$ cat config.mk
export PLATFORM = sky130hd
export DESIGN_NAME = infix_sequencer
export DESIGN_NICKNAME = d
export VERILOG_FILES = /design/src/rtl/infix_sequencer.sv
export SDC_FILE = /design/constraint.sdc
export NUM_CORES = 1
export LEC_CHECK = 0
export ABC_AREA = 0
export BUFFER_PORTS_ARGS = -buffer_cell sky130_fd_sc_hd__buf_2
export CORE_MARGIN = 10
export CORE_UTILIZATION = 55
export DETAILED_ROUTE_END_ITERATION = 8
export GPL_TIMING_DRIVEN = 0
export PLACE_DENSITY_LB_ADDON = 0.15
export SLEW_MARGIN = 20
export SYNTH_ARGS = -nofsm -noshare
export SYNTH_HDL_FRONTEND = slang
export SYNTH_SLANG_ARGS = --single-unit
export TNS_END_PERCENT = 20
$ cat constraint.sdc
create_clock -name CLK -period 12.4 [get_ports CLK]
set_input_delay 0.62 -clock CLK [delete_from_list [all_inputs] [get_ports CLK]]
set_output_delay 0.62 -clock CLK [all_outputs]
set_load 0.01 [all_outputs]
$ cat src/rtl/infix_sequencer.sv
// Infix-to-postfix sequencer: shunting-yard over an operator stack, feeding a calculator one token at a time.
// Emission starts the cycle after DECODE and is held until calc_ack; back-to-back emissions are separated by one GAP cycle.
module infix_sequencer #(
    parameter int OP_DEPTH = 16,
    parameter int WIDTH    = 32
) (
    input  logic             CLK,
    input  logic             RST,
    input  logic             tok_stb,
    input  logic [WIDTH-1:0] tok_data,
    input  logic             tok_is_op,
    output logic             tok_ack,
    output logic             calc_stb,
    output logic [WIDTH-1:0] calc_data,
    output logic             calc_is_op,
    input  logic             calc_ack,
    input  logic             err_clr,
    output logic             busy,
    output logic             err
);
    localparam logic [2:0] OP_ADD = 3'b000;
    localparam logic [2:0] OP_SUB = 3'b001;
    localparam logic [2:0] OP_MUL = 3'b010;
    localparam logic [2:0] OP_DIV = 3'b011;
    localparam logic [2:0] OP_EXP = 3'b100;
    localparam logic [2:0] OP_EQ  = 3'b101;
    localparam logic [2:0] OP_LP  = 3'b110;
    localparam logic [2:0] OP_RP  = 3'b111;

    localparam int SPW = $clog2(OP_DEPTH + 1);
    localparam int IW  = (OP_DEPTH > 1) ? $clog2(OP_DEPTH) : 1;

    typedef enum logic [2:0] {
        S_IDLE, S_DECODE, S_EMIT, S_WAIT_ACK, S_GAP, S_POP_CHK, S_ERROR
    } state_e;

    typedef enum logic [2:0] {A_POP, A_EQ, A_PUSH, A_DROP, A_ERR} act_e;

    state_e           state_q, state_d;
    logic [WIDTH-1:0] tok_q, tok_d;
    logic             tok_op_q, tok_op_d;
    logic             tok_ack_q, tok_ack_d;
    logic [WIDTH-1:0] calc_data_q, calc_data_d;
    logic             calc_op_q, calc_op_d;
    logic             fin_q, fin_d;
    logic             err_q, err_d;
    logic [SPW-1:0]   sp_q, sp_d;
    logic [2:0]       stk_q [OP_DEPTH];

    logic             push_en;
    logic             do_act;
    logic [IW-1:0]    top_idx;
    logic [IW-1:0]    push_idx;
    logic [2:0]       new_op;
    logic [2:0]       top_op;
    logic             empty;
    logic             full;
    act_e             act;

    function automatic logic [1:0] prec(input logic [2:0] op);
        case (op)
            OP_ADD, OP_SUB: return 2'd1;
            OP_MUL, OP_DIV: return 2'd2;
            default:        return 2'd3;
        endcase
    endfunction

    function automatic logic [WIDTH-1:0] op_word(input logic [2:0] op);
        return {{(WIDTH-3){1'b0}}, op};
    endfunction

    assign new_op   = tok_q[2:0];
    assign empty    = (sp_q == '0);
    assign full     = (sp_q == SPW'(OP_DEPTH));
    assign top_idx  = IW'(sp_q - SPW'(1));
    assign push_idx = IW'(sp_q);
    assign top_op   = stk_q[top_idx];

    // One stack step for the operator being processed; evaluated once per visit to POP_CHK or GAP.
    always_comb begin
        act = A_ERR;
        case (new_op)
            OP_RP: begin
                if (empty)                act = A_ERR;
                else if (top_op == OP_LP) act = A_DROP;
                else                      act = A_POP;
            end
            OP_EQ: begin
                if (empty)                act = A_EQ;
                else if (top_op == OP_LP) act = A_ERR;
                else                      act = A_POP;
            end
            default: begin
                if (!empty && top_op != OP_LP &&
                    (prec(top_op) > prec(new_op) ||
                     (prec(top_op) == prec(new_op) && new_op != OP_EXP)))
                    act = A_POP;
                else if (full)
                    act = A_ERR;
                else
                    act = A_PUSH;
            end
        endcase
    end

    always_ff @(posedge CLK or posedge RST) begin
        if (RST) begin
            state_q     <= S_IDLE;
            tok_q       <= '0;
            tok_op_q    <= 1'b0;
            tok_ack_q   <= 1'b0;
            calc_data_q <= '0;
            calc_op_q   <= 1'b0;
            fin_q       <= 1'b0;
            err_q       <= 1'b0;
            sp_q        <= '0;
        end else begin
            state_q     <= state_d;
            tok_q       <= tok_d;
            tok_op_q    <= tok_op_d;
            tok_ack_q   <= tok_ack_d;
            calc_data_q <= calc_data_d;
            calc_op_q   <= calc_op_d;
            fin_q       <= fin_d;
            err_q       <= err_d;
            sp_q        <= sp_d;
        end
    end

    always_ff @(posedge CLK) begin
        if (push_en) stk_q[push_idx] <= new_op;
    end

    always_comb begin
        state_d     = state_q;
        tok_d       = tok_q;
        tok_op_d    = tok_op_q;
        tok_ack_d   = 1'b0;
        calc_data_d = calc_data_q;
        calc_op_d   = calc_op_q;
        fin_d       = fin_q;
        err_d       = err_q;
        sp_d        = sp_q;
        push_en     = 1'b0;
        do_act      = 1'b0;
        case (state_q)
            S_IDLE: begin
                if (tok_stb) begin
                    tok_d     = tok_data;
                    tok_op_d  = tok_is_op;
                    tok_ack_d = 1'b1;
                    state_d   = S_DECODE;
                end
            end
            S_DECODE: begin
                if (!tok_op_q) begin
                    state_d = S_EMIT;
                end else if (new_op == OP_LP) begin
                    if (full) begin
                        state_d = S_ERROR;
                        err_d   = 1'b1;
                        sp_d    = '0;
                    end else begin
                        push_en = 1'b1;
                        sp_d    = sp_q + SPW'(1);
                        state_d = S_IDLE;
                    end
                end else begin
                    state_d = S_POP_CHK;
                end
            end
            S_EMIT: begin
                calc_data_d = tok_q;
                calc_op_d   = 1'b0;
                fin_d       = 1'b1;
                state_d     = S_WAIT_ACK;
            end
            S_WAIT_ACK: begin
                if (calc_ack) state_d = S_GAP;
            end
            S_POP_CHK: do_act = 1'b1;
            S_GAP: begin
                // GAP doubles as the next stack step so consecutive pops keep a single idle cycle.
                if (fin_q) state_d = S_IDLE;
                else       do_act  = 1'b1;
            end
            S_ERROR: begin
                sp_d  = '0;
                err_d = 1'b1;
                if (err_clr) begin
                    err_d   = 1'b0;
                    state_d = S_IDLE;
                end
            end
            default: state_d = S_IDLE;
        endcase

        if (do_act) begin
            case (act)
                A_POP: begin
                    calc_data_d = op_word(top_op);
                    calc_op_d   = 1'b1;
                    fin_d       = 1'b0;
                    sp_d        = sp_q - SPW'(1);
                    state_d     = S_WAIT_ACK;
                end
                A_EQ: begin
                    calc_data_d = op_word(OP_EQ);
                    calc_op_d   = 1'b1;
                    fin_d       = 1'b1;
                    state_d     = S_WAIT_ACK;
                end
                A_PUSH: begin
                    push_en = 1'b1;
                    sp_d    = sp_q + SPW'(1);
                    state_d = S_IDLE;
                end
                A_DROP: begin
                    sp_d    = sp_q - SPW'(1);
                    state_d = S_IDLE;
                end
                default: begin
                    err_d   = 1'b1;
                    sp_d    = '0;
                    state_d = S_ERROR;
                end
            endcase
        end
    end

    always_comb begin
        busy       = (state_q != S_IDLE);
        calc_stb   = (state_q == S_WAIT_ACK);
        tok_ack    = tok_ack_q;
        calc_data  = calc_data_q;
        calc_is_op = calc_op_q;
        err        = err_q;
    end

endmodule

==> impl_metrics.csv, run 1 <==
group,metric,value,unit
cts,ctsHoldBuffers,0,
sta,max_freq,0.174,GHz
layout,fillerInstances,777,
worst_setup_path,reg2regPathDepth,19,
global_routing,top_usage_layer,"met2",
layout,register_area,0.00337,sq mm
logic_synthesis,yosysSeqAreaShare,0.574,
sta,finalHoldViolations,0,
cts,numCtsBuffers,17,
routing,drt_iter0_drc,381,
floorplan,die_x,123,um
logic_synthesis,synthCells,511,
global_routing,grt_pass1_wl,22.4,mm
logic_synthesis,netlist_area,0.00587,sq mm
pwr,peakVddDrop,0.000164,V
logic_synthesis,synth.distinct_cells,57,
worst_setup_path,worst_r2r_endpoint,"stk_q[9][2]",
layout,nets,650,
floorplan,die_area,0.0152,sq mm
sta,post-route-min-period,5.75,ns
worst_setup_path,path_class,"reg -> reg",
layout,num_antenna_cells,0,
cts,clk_pin_slew_worst_paths,0.06,ns
logic_synthesis,yosys_warnings,0,
worst_setup_path,critPathMaxFanout,10,
global_routing,met3_usage,0.0561,
worst_setup_path,r2r-start,"sp_q[1]",
floorplan,dieHeight,123,um
run,maxCapViolCount,0,
routing,wl,13.8,mm
sta,worst_slew_pin_slew,0.873,ns
floorplan,rows,37,
global_routing,grt_util_met2,0.301,
global_routing,grt_use_met1,0.239,
cts,cts_tree,"built",
floorplan,initial_utilization,0.566,
floorplan,core,0.0104,sq mm
cts,cts_resized,0,
sta,slew_headroom,0.416,
layout,drive_gt1_frac,0.269,
layout,syn2layout_area_growth,19.6,%
worst_setup_path,crit_path_start_kind,"flip-flop",
layout,multi_input_area,0.00235,sq mm
worst_setup_path,cp.arrival,5.97,ns
global_routing,grt_max_degree,61,
sta,tns,0,ns
routing,drc,0,
routing,wl_per_cell,18.3,um
cts,cts_setup_buffers,0,
global_routing,grt_overflow,0,
placed_design,finalWeightedCongestion,0.913,
pwr,powerDensity,300,mW/mm^2
global_routing,grt_pass1_vias,4421,
sta,rsz0062_at_grt,"no",
global_routing,track_usage,0.188,
routing,vias,4278,
logic_synthesis,synthFlopType,"dfrtp_1",
worst_setup_path,worst_path_largest_cell_delay,0.40,ns
sta,post-route-period-util,0.464,
logic_synthesis,yosys_register_bits,125,
worst_setup_path,cpMostUsedCell,"and2_1",
cts,root_buffer,"clkbuf_8",
logic_synthesis,synth_fp_nets,556,
worst_setup_path,cp-end-kind,"flip-flop",
logic_synthesis,synth_edf_count,48,
pwr,p_leak,2.97,nW
placed_design,io_buffers,74,
layout,utilization,0.676,
routing,drt_pass1_iterations,6,
routing,ant_nets,0,
outcome,status,"finished, final reports clean",
global_routing,antenna_found_initial,0,
cts,insertion_delay,0.52,ns
cts,clock_path_buffers,2,
sta,whs,0.0535,ns
worst_setup_path,crit_slowest_cell,"nor3b_1",
worst_setup_path,r2r_setup_slack,6.65,ns
logic_synthesis,async_flop_share,0.616,
placed_design,hpwlAfterDp,9.85,mm
pwr,finalPower,0.00210,W
cts,clock_sinks,125,
routing,viasPerCell,5.67,
min_path,worstHoldPathType,"in -> async",
logic_synthesis,syn_area_per_cell,11.5,sq um
cts,cts_max_level,4,
sta,setup_viol,0,
sta,finalMaxSlewViolations,0,
floorplan,ios,75,
worst_setup_path,required,12.61,ns
sta,finClkSkew,0.0108,ns
worst_setup_path,path_cells,"clkbuf_1 > inv_1 > ha_1 > xor2_4 > buf_4 > mux4_2 > and2_1 > a211oi_1 > a21oi_1 > and2_1 > ha_1 > nand2b_1 > a21o_1 > and3_1 > nor4b_1 > a211oi_4 > a21oi_1 > nor3b_1 > and2_1",
==> worst max-delay path by stage <==
stage,start,to
floorplan,sp_q[1],stk_q[10][0]
global placement,sp_q[1],stk_q[5][0]
detailed placement,sp_q[1],stk_q[9][1]
CTS,sp_q[1],stk_q[9][2]
global route,sp_q[1],stk_q[9][2]
finish,sp_q[1],stk_q[9][2]
==> layer usage <==
metal / vias up / share of wire
li1: 2020 / -
met2: 169 / 0.49
met1: 2065 / 0.42
met3: 24 / 0.074
met4: 0 / 0.015
met5: - / 0
==> cell families (layout without fill, tap and decap cells) <==
kind of cell | after synthesis | count (layout) | share of synthesized area
AOI/OAI and AO/OA | 90 | 90 | 0.0945
xor gates and xnor gates | 6 | 6 | 0.0122
adders and majority gates | 7 | 7 | 0.0149
buffers and inverters | 36 | 143 | 0.0254
DFF | 125 | 125 | 0.574
muxes | 52 | 52 | 0.121
and+or+nand+nor | 195 | 195 | 0.158
==> through the flow <==
step / setup WS [ns] / cells / area (sq um)
2_1_floorplan: 7.76 / 511 / 5870
3_3_place_gp: 6.82 / 721 / 6410
3_5_place_dp: 6.74 / 722 / 6440
4_1_cts: 6.73 / 754 / 7010
5_1_grt: 6.25 / 754 / 7010
6_report: 6.65 / 754 / 7010
==> synth_stat cells, types with 4 or more instances <==
master,count,share of area
nor3_1,8,0.0068
mux4_2,9,0.035
and2_1,18,0.019
inv_1,6,0.0038
buf_2,5,0.0043
a21oi_1,40,0.034
nor2_1,26,0.017
nand2_1,94,0.060
nand2b_1,12,0.013
a31oi_1,5,0.0053
and3_1,4,0.0043
edfxtp_1,48,0.25
o21ai_0,16,0.014
dfrtp_1,77,0.33
mux2i_1,8,0.014
ha_1,7,0.015
nor2b_1,4,0.0043
mux2_2,33,0.063
nand3_1,10,0.0085
clkbuf_1,20,0.013
==> layout by cell type (no fill, tap or decap), drive strengths merged, types with 2 or more instances in the layout <==
master / n
and2: 18
dfrtp: 77
nor2b: 4
o21a: 3
xor2: 4
a31oi: 5
nand2b: 12
mux2i: 8
mux4: 11
clkbuf: 39
o211ai: 2
inv: 16
edfxtp: 48
o22ai: 3
nor4b: 3
nand2: 94
clkinv: 3
a22oi: 2
o21ai: 16
xnor2: 2
mux2: 33
nand4: 3
or3: 3
a21oi: 40
nor2: 26
a221oi: 3
or4b: 2
ha: 7
nand3: 10
nor3: 9
a211oi: 3
nor3b: 2
and3: 4
buf: 83
o31ai: 2
a21o: 2
==> flip-flops by register name, summed over array words and instances, names as in the netlist <==
name and count:
stk_q 48, tok_ack 1, err 1, calc_data 32
sp_q 5, state_q 3, tok_q 32, tok_op_q 1
fin_q 1, calc_is_op 1
==> worst max-delay path, delay by kind of cell (launching register included) <==
family / cells / cell delay (ns)
adder cells (fa/ha/maj): 2 / 0.65
AND/OR/NAND/NOR: 7 / 1.67
buffers and inverters: 3 / 0.83
AO/OA/AOI/OAI: 5 / 1.22
XOR/XNOR: 1 / 0.34
multiplexers: 1 / 0.31
flip-flops: 1 / 0.39
==> where the power goes <==
part	internal, W	switching, W
registers	0.000578	0.0000986
logic	0.000403	0.000543
clock network	0.000287	0.000193
==> layout make-up <==
cell class,instances,share of cell area
Tap cell,136,0.0243
Multi-Input combinational cell,350,0.335
Buffer,28,0.0169
Clock inverter,13,0.0178
Sequential cell,125,0.480
Timing Repair Buffer,75,0.0567
Clock buffer,19,0.0646
Inverter,8,0.00464
Power figures use the tool's default switching activity.
==> run 2: changes to the inputs <==
- ABC_AREA: 0 -> 1
- clock period: 12.4 -> 5.6 ns (I/O delays scaled with it)
==> impl_metrics.csv, run 2 <==
group,metric,value,unit
worst_setup_path,required,6.01,ns
layout,fin_area,0.00732,sq mm
floorplan,dieHeight,123,um
routing,drt_iter0_drc,472,
outcome,status,"finished, final reports clean",
sta,worst_slew_pin_slew,0.744,ns
routing,drt_pass1_iterations,5,
routing,ant_nets,0,
logic_synthesis,synthFlopType,"dfrtp_1",
logic_synthesis,synth-simple-area-share,0.251,
sta,max_freq,0.232,GHz
logic_synthesis,netlist.area_leader.share,0.328,
logic_synthesis,syn_area_per_cell,9.02,sq um
routing,viasPerCell,5.41,
sta,rsz0062_at_grt,"no",
layout,syn2layout_area_growth,24.7,%
logic_synthesis,synth_fa_ha_area_frac,0.0149,
floorplan,initial_utilization,0.566,
layout,utilization,0.706,
pwr,p_leak,3.33,nW
cts,cts_max_level,4,
cts,clock_path_buffers,2,
cts,ctsHoldBuffers,33,
pwr,powerDensity,646,mW/mm^2
sta,post-route-period-util,0.769,
floorplan,die_x,123,um
worst_setup_path,r2r_setup_slack,1.29,ns
logic_synthesis,async_flop_share,0.616,
global_routing,grt_max_degree,47,
global_routing,grt_overflow,0,
sta,post-route-min-period,4.31,ns
routing,wl,15.6,mm
logic_synthesis,synthXorXnorAreaFrac,0.00597,
logic_synthesis,yosys.area.top_type,"dfrtp_1",
logic_synthesis,synth_edf_count,48,
layout,layout_commonest_cell,"nand2_1",
cts,root_buffer,"clkbuf_8",
layout,num_antenna_cells,0,
cts,numCtsBuffers,17,
global_routing,antenna_found_initial,0,
worst_setup_path,critPathMaxFanout,12,
sta,tns,0,ns
logic_synthesis,synthCells,651,
logic_synthesis,synthTopCellsByCount,"nand2_1 (198), dfrtp_1 (77), o21ai_0 (68)",
worst_setup_path,cp-end-kind,"flip-flop",
logic_synthesis,netlist_area,0.00587,sq mm
sta,finalMaxSlewViolations,0,
layout,nets,823,
worst_setup_path,path_class,"reg -> reg",
cts,cts_resized,0,
routing,vias,5015,
sta,finalHoldViolations,0,
sta,finClkSkew,0.00799,ns
global_routing,grt_pass1_wl,25.2,mm
logic_synthesis,yosysSeqAreaShare,0.573,
worst_setup_path,cp.arrival,4.71,ns
pwr,peakVddDrop,0.000422,V
routing,drc,0,
logic_synthesis,synth.distinct_cells,35,
worst_setup_path,crit_path_start_kind,"flip-flop",
routing,wl_per_cell,16.8,um
floorplan,core,0.0104,sq mm
cts,cts_setup_buffers,0,
global_routing,track_usage,0.212,
sta,slew_headroom,0.504,
logic_synthesis,synth_area_leaders,"dfrtp_1 (33%), edfxtp_1 (25%), nand2_1 (13%)",
placed_design,finalWeightedCongestion,0.974,
floorplan,ios,75,
floorplan,rows,37,
cts,insertion_delay,0.53,ns
placed_design,dpl-instance-area,0.00644,sq mm
logic_synthesis,synth_top_family_by_area,"simple AND/OR/NAND/NOR gates",
logic_synthesis,muxShareOfSynthArea,0.00383,
layout,fillerInstances,777,
placed_design,hpwlAfterDp,10.7,mm
run,maxCapViolCount,0,
logic_synthesis,yosys_warnings,0,
logic_synthesis,synth_compound_area_frac,0.0778,
logic_synthesis,yosysMostFrequentCell,"nand2_1",
global_routing,grt_pass1_vias,5212,
layout,final_cell_mix,"nand2_1 (198), buf_2 (78), dfrtp_1 (77)",
cts,clock_sinks,125,
logic_synthesis,yosys_register_bits,125,
floorplan,die_area,0.0152,sq mm
layout,drive_gt1_frac,0.196,
layout,top_register,"stk_q",
cts,cts_tree,"built",
sta,setup_viol,0,
min_path,worstHoldPathType,"in -> reg",
layout,largest_reg_flops,48,
cts,clk_pin_slew_worst_paths,0.06,ns
logic_synthesis,synth_fp_nets,696,
placed_design,io_buffers,74,
-- run 2: area by class of cell --
| cell class | instances | area (sq um) | area share |
|---|---|---|---|
| buffer | 26 | 164 | 0.0224 |
| clock buffer | 20 | 447 | 0.0610 |
| clock inverter | 12 | 101 | 0.0138 |
| inverter | 69 | 267 | 0.0364 |
| multi-input combinational | 431 | 2080 | 0.284 |
| sequential | 125 | 3370 | 0.460 |
| tap | 136 | 170 | 0.0232 |
| timing repair buffer | 108 | 728 | 0.0995 |
-- run 2: worst paths after layout --
path / startpoint / end / depth (start not counted)
worst max-delay path: sp_q[0] / calc_data[25] / 26
worst min-delay path: err_clr / state_q[2] / 2
worst max register to register: sp_q[0] / calc_data[25] / 26
worst min register to register: calc_is_op / calc_is_op / 2
max in group asynchronous: RST / tok_q[2] / 4
min in group asynchronous: RST / tok_q[10] / 3
-- run 2: routing by layer --
metal  routed length, um  track usage  vias up  share of wire
met2                7800        0.353      191           0.50
met1                6430        0.249     2430           0.41
met5                   0            0        -              0
met4                 398       0.0946        0          0.025
li1                    -            -     2356              -
met3                 986       0.0634       38          0.063
-- run 2: kinds of logic after synthesis --
logic type / after synthesis
buffers and inverters: 95
xor gates and xnor gates: 4
adders and majority gates: 7
muxes: 2
and+or+nand+nor: 332
DFF: 125
AOI/OAI and AO/OA: 86
-- run 2: worst max-delay path: stages (launching register included) --
cell	delay (ns)
dfrtp_1	0.39
buf_6	0.18
inv_6	0.07
buf_6	0.16
ha_1	0.37
inv_2	0.13
buf_2	0.26
nand3_1	0.11
nand3_1	0.14
nand3_1	0.10
nand2_1	0.13
nand3_1	0.09
ha_1	0.32
nand2_1	0.09
nor3_1	0.05
a221oi_1	0.41
nand2_2	0.11
nand2_2	0.11
nand2_2	0.09
nor2_4	0.14
nand2_4	0.09
nand2_4	0.07
nand2_4	0.07
inv_2	0.09
buf_6	0.15
buf_12	0.18
nor2_4	0.04
-- run 2: report_power, final --
group | switching [W] | leakage, nW | internal, W
Clock | 0.000435 | 0.261 | 0.000581
Combinational | 0.00145 | 1.70 | 0.000772
Sequential | 0.000196 | 1.37 | 0.00129
Total | 0.00209 | 3.33 | 0.00264
-- run 2: through the flow --
stage | hold WS [ns] | setup slack, ns | total power (W) | instances
after global routing | 0.0191 | 1.09 | 0.00507 | 927
after detailed placement | 0.327 | 1.38 | 0.00366 | 862
after global placement | 0.461 | 1.47 | 0.00356 | 861
after floorplan | 0.401 | 2.09 | 0.00301 | 651
final | 0.0114 | 1.29 | 0.00473 | 927
after CTS | 0.00660 | 1.36 | 0.00471 | 927
==> run 3: changes to the inputs <==
- CORE_UTILIZATION: 55 -> 52
- clock period: 5.6 -> 3.5 ns (I/O delays scaled with it)
==> impl_metrics.csv, run 3 (same netlist as run 2, synthesis figures left out) <==
group,metric,value,unit
sta,post-route-min-period,3.51,ns
worst_setup_path,critPathMaxFanout,6,
routing,drt_pass1_iterations,7,
placed_design,hpwlAfterDp,10.6,mm
layout,drive_gt1_frac,0.265,
routing,wl,16.0,mm
worst_setup_path,crit_start,"sp_q[0]",
layout,multi_input_area,0.00229,sq mm
min_path,hold_depth,3,
floorplan,die_x,126,um
floorplan,die_area,0.0159,sq mm
placed_design,dpl-instance-area,0.00645,sq mm
min_path,worstHoldPathType,"in -> reg",
cts,numCtsBuffers,17,
sta,rsz0062_at_grt,"yes",
cts,clk_pin_slew_worst_paths,0.06,ns
routing,viasPerCell,5.26,
worst_setup_path,cp.arrival,3.81,ns
sta,finalHoldViolations,0,
floorplan,initial_utilization,0.537,
outcome,status,"finished with violations",
routing,vias,5052,
worst_setup_path,worst_r2r_endpoint,"calc_data[21]",
worst_setup_path,crit_path_start_kind,"flip-flop",
layout,nets,851,
worst_setup_path,r2r_setup_slack,-0.01,ns
cts,root_buffer,"clkbuf_16",
cts,cts_tree,"built",
placed_design,finalWeightedCongestion,0.927,
layout,fin_area,0.00786,sq mm
worst_setup_path,cp-end-kind,"flip-flop",
layout,layout_commonest_cell,"nand2_1",
floorplan,rows,38,
sta,setup_ws,-0.0147,ns
global_routing,track_usage,0.201,
layout,final_cell_mix,"nand2_1 (194), dfrtp_1 (77), buf_2 (76)",
layout,stdcell_count,960,
layout,fillerInstances,808,
worst_setup_path,r2r-start,"sp_q[0]",
pwr,peakVddDrop,0.000551,V
sta,slew_headroom,0.510,
global_routing,grt_pass1_wl,25.7,mm
placed_design,placed_cells,866,
routing,ant_nets,0,
floorplan,core,0.0109,sq mm
pwr,powerDensity,1100,mW/mm^2
min_path,min_from,"tok_data[24]",
sta,max_freq,0.285,GHz
placed_design,io_buffers,74,
global_routing,grt_overflow,0,
global_routing,grt_max_degree,43,
global_routing,antenna_found_initial,0,
cts,clock_path_buffers,2,
sta,post-route-period-util,1.00,
sta,finalMaxSlewViolations,0,
worst_setup_path,reg2regPathDepth,27,
routing,drc,0,
worst_setup_path,crit_path_end,"calc_data[21]",
sta,worst_slew_pin_slew,0.735,ns
run,maxCapViolCount,0,
sta,finClkSkew,0.0105,ns
worst_setup_path,required,3.79,ns
cts,clock_sinks,125,
floorplan,dieHeight,126,um
cts,cts_max_level,4,
layout,syn2layout_area_growth,33.7,%
floorplan,ios,75,
sta,setup_viol,5,
layout,top_register,"stk_q",
layout,register_area,0.00337,sq mm
routing,wl_per_cell,16.7,um
routing,drt_iter0_drc,307,
outcome,failed_checks,"setup timing",
layout,largest_reg_flops,48,
cts,insertion_delay,0.42,ns
pwr,p_leak,3.56,nW
global_routing,grt_pass1_vias,5266,
worst_setup_path,path_class,"reg -> reg",
## run 3: cell types whose count changed in the layout (fill, tap and decap cells not counted), moves of 5 or more
| cell | delta |
|---|---|
| inv_6 | -5 |
| nand3_2 | +15 |
| clkinv_2 | +5 |
| nand3_1 | -18 |
| nor2_1 | -6 |
| nor2_2 | +6 |
| buf_4 | +24 |
## run 3: power breakdown
group	switching, W	total, W	internal [W]
sequential	0.000296	0.00236	0.00207
combinational	0.00272	0.00467	0.00195
clock	0.000614	0.00165	0.00103
## run 3: area by class of cell
cell class                      instances  share of cell area
Multi-Input combinational cell        431               0.291
Buffer                                 26              0.0250
Sequential cell                       125               0.429
Inverter                               69              0.0352
Tap cell                              140              0.0223
Clock inverter                          7             0.00812
Timing Repair Buffer                  136               0.127
Antenna cell                            1            0.000319
Clock buffer                           25              0.0620
## run 3: how the worst min path moves through the flow
stage / end / slack (ns)
after floorplan: tok_op_q / 0.30
after global placement: tok_q[13] / 0.38
after detailed placement: calc_data[15] / 0.23
after CTS: tok_q[24] / 0.0001
after global routing: tok_q[4] / 0.01
final: tok_q[24] / 0.006
## run 3: layer usage
layer	vias to the layer above	wire length [um]	GRT usage	share of wire
li1	2425	-	-	-
met1	2429	6280	0.224	0.39
met2	172	8390	0.349	0.52
met3	26	1090	0.0696	0.068
met4	0	291	0.0730	0.018
met5	-	0	0	0
## run 3: metrics by stage
step | setup slack [ns] | util | hold slack, ns | setup TNS [ns] | power (W)
2_1_floorplan | 0.0489 | - | 0.296 | 0 | 0.00485
3_3_place_gp | -0.581 | 0.588 | 0.382 | -33.77 | 0.00577
3_5_place_dp | -0.636 | 0.590 | 0.226 | -38.41 | 0.00587
4_1_cts | 0.00226 | 0.706 | 0.000122 | 0 | 0.00830
5_1_grt | -0.207 | 0.718 | 0.0139 | -5.38 | 0.00926
6_report | -0.0147 | 0.718 | 0.00628 | -0.0435 | 0.00868
## run 3: timing repair
action,in CTS,in global routing
hold endpoints to repair,66,0
hold buffers,32,0
pin swaps,18,17
buffers inserted,21,6
cloned,2,0
resized for setup,41,19
setup endpoints to repair,91,59
## run 3: worst max-delay path, cell delays in order (launching register included)
cell      delay (ns)
dfrtp_1         0.37
buf_6           0.14
inv_8           0.03
buf_12          0.12
ha_4            0.34
inv_6           0.06
buf_8           0.13
nand2_1         0.09
nand3_2         0.10
nand3_4         0.09
nand2_2         0.07
nor2_2          0.10
ha_1            0.24
nand2_2         0.10
nor3_2          0.05
a221oi_2        0.32
nand2_2         0.13
nand2_4         0.09
nand2_4         0.06
nor2_4          0.11
nand2_4         0.07
nand2_4         0.06
nand2_4         0.06
inv_4           0.07
buf_8           0.11
buf_12          0.10
buf_12          0.13
nor2_4          0.04
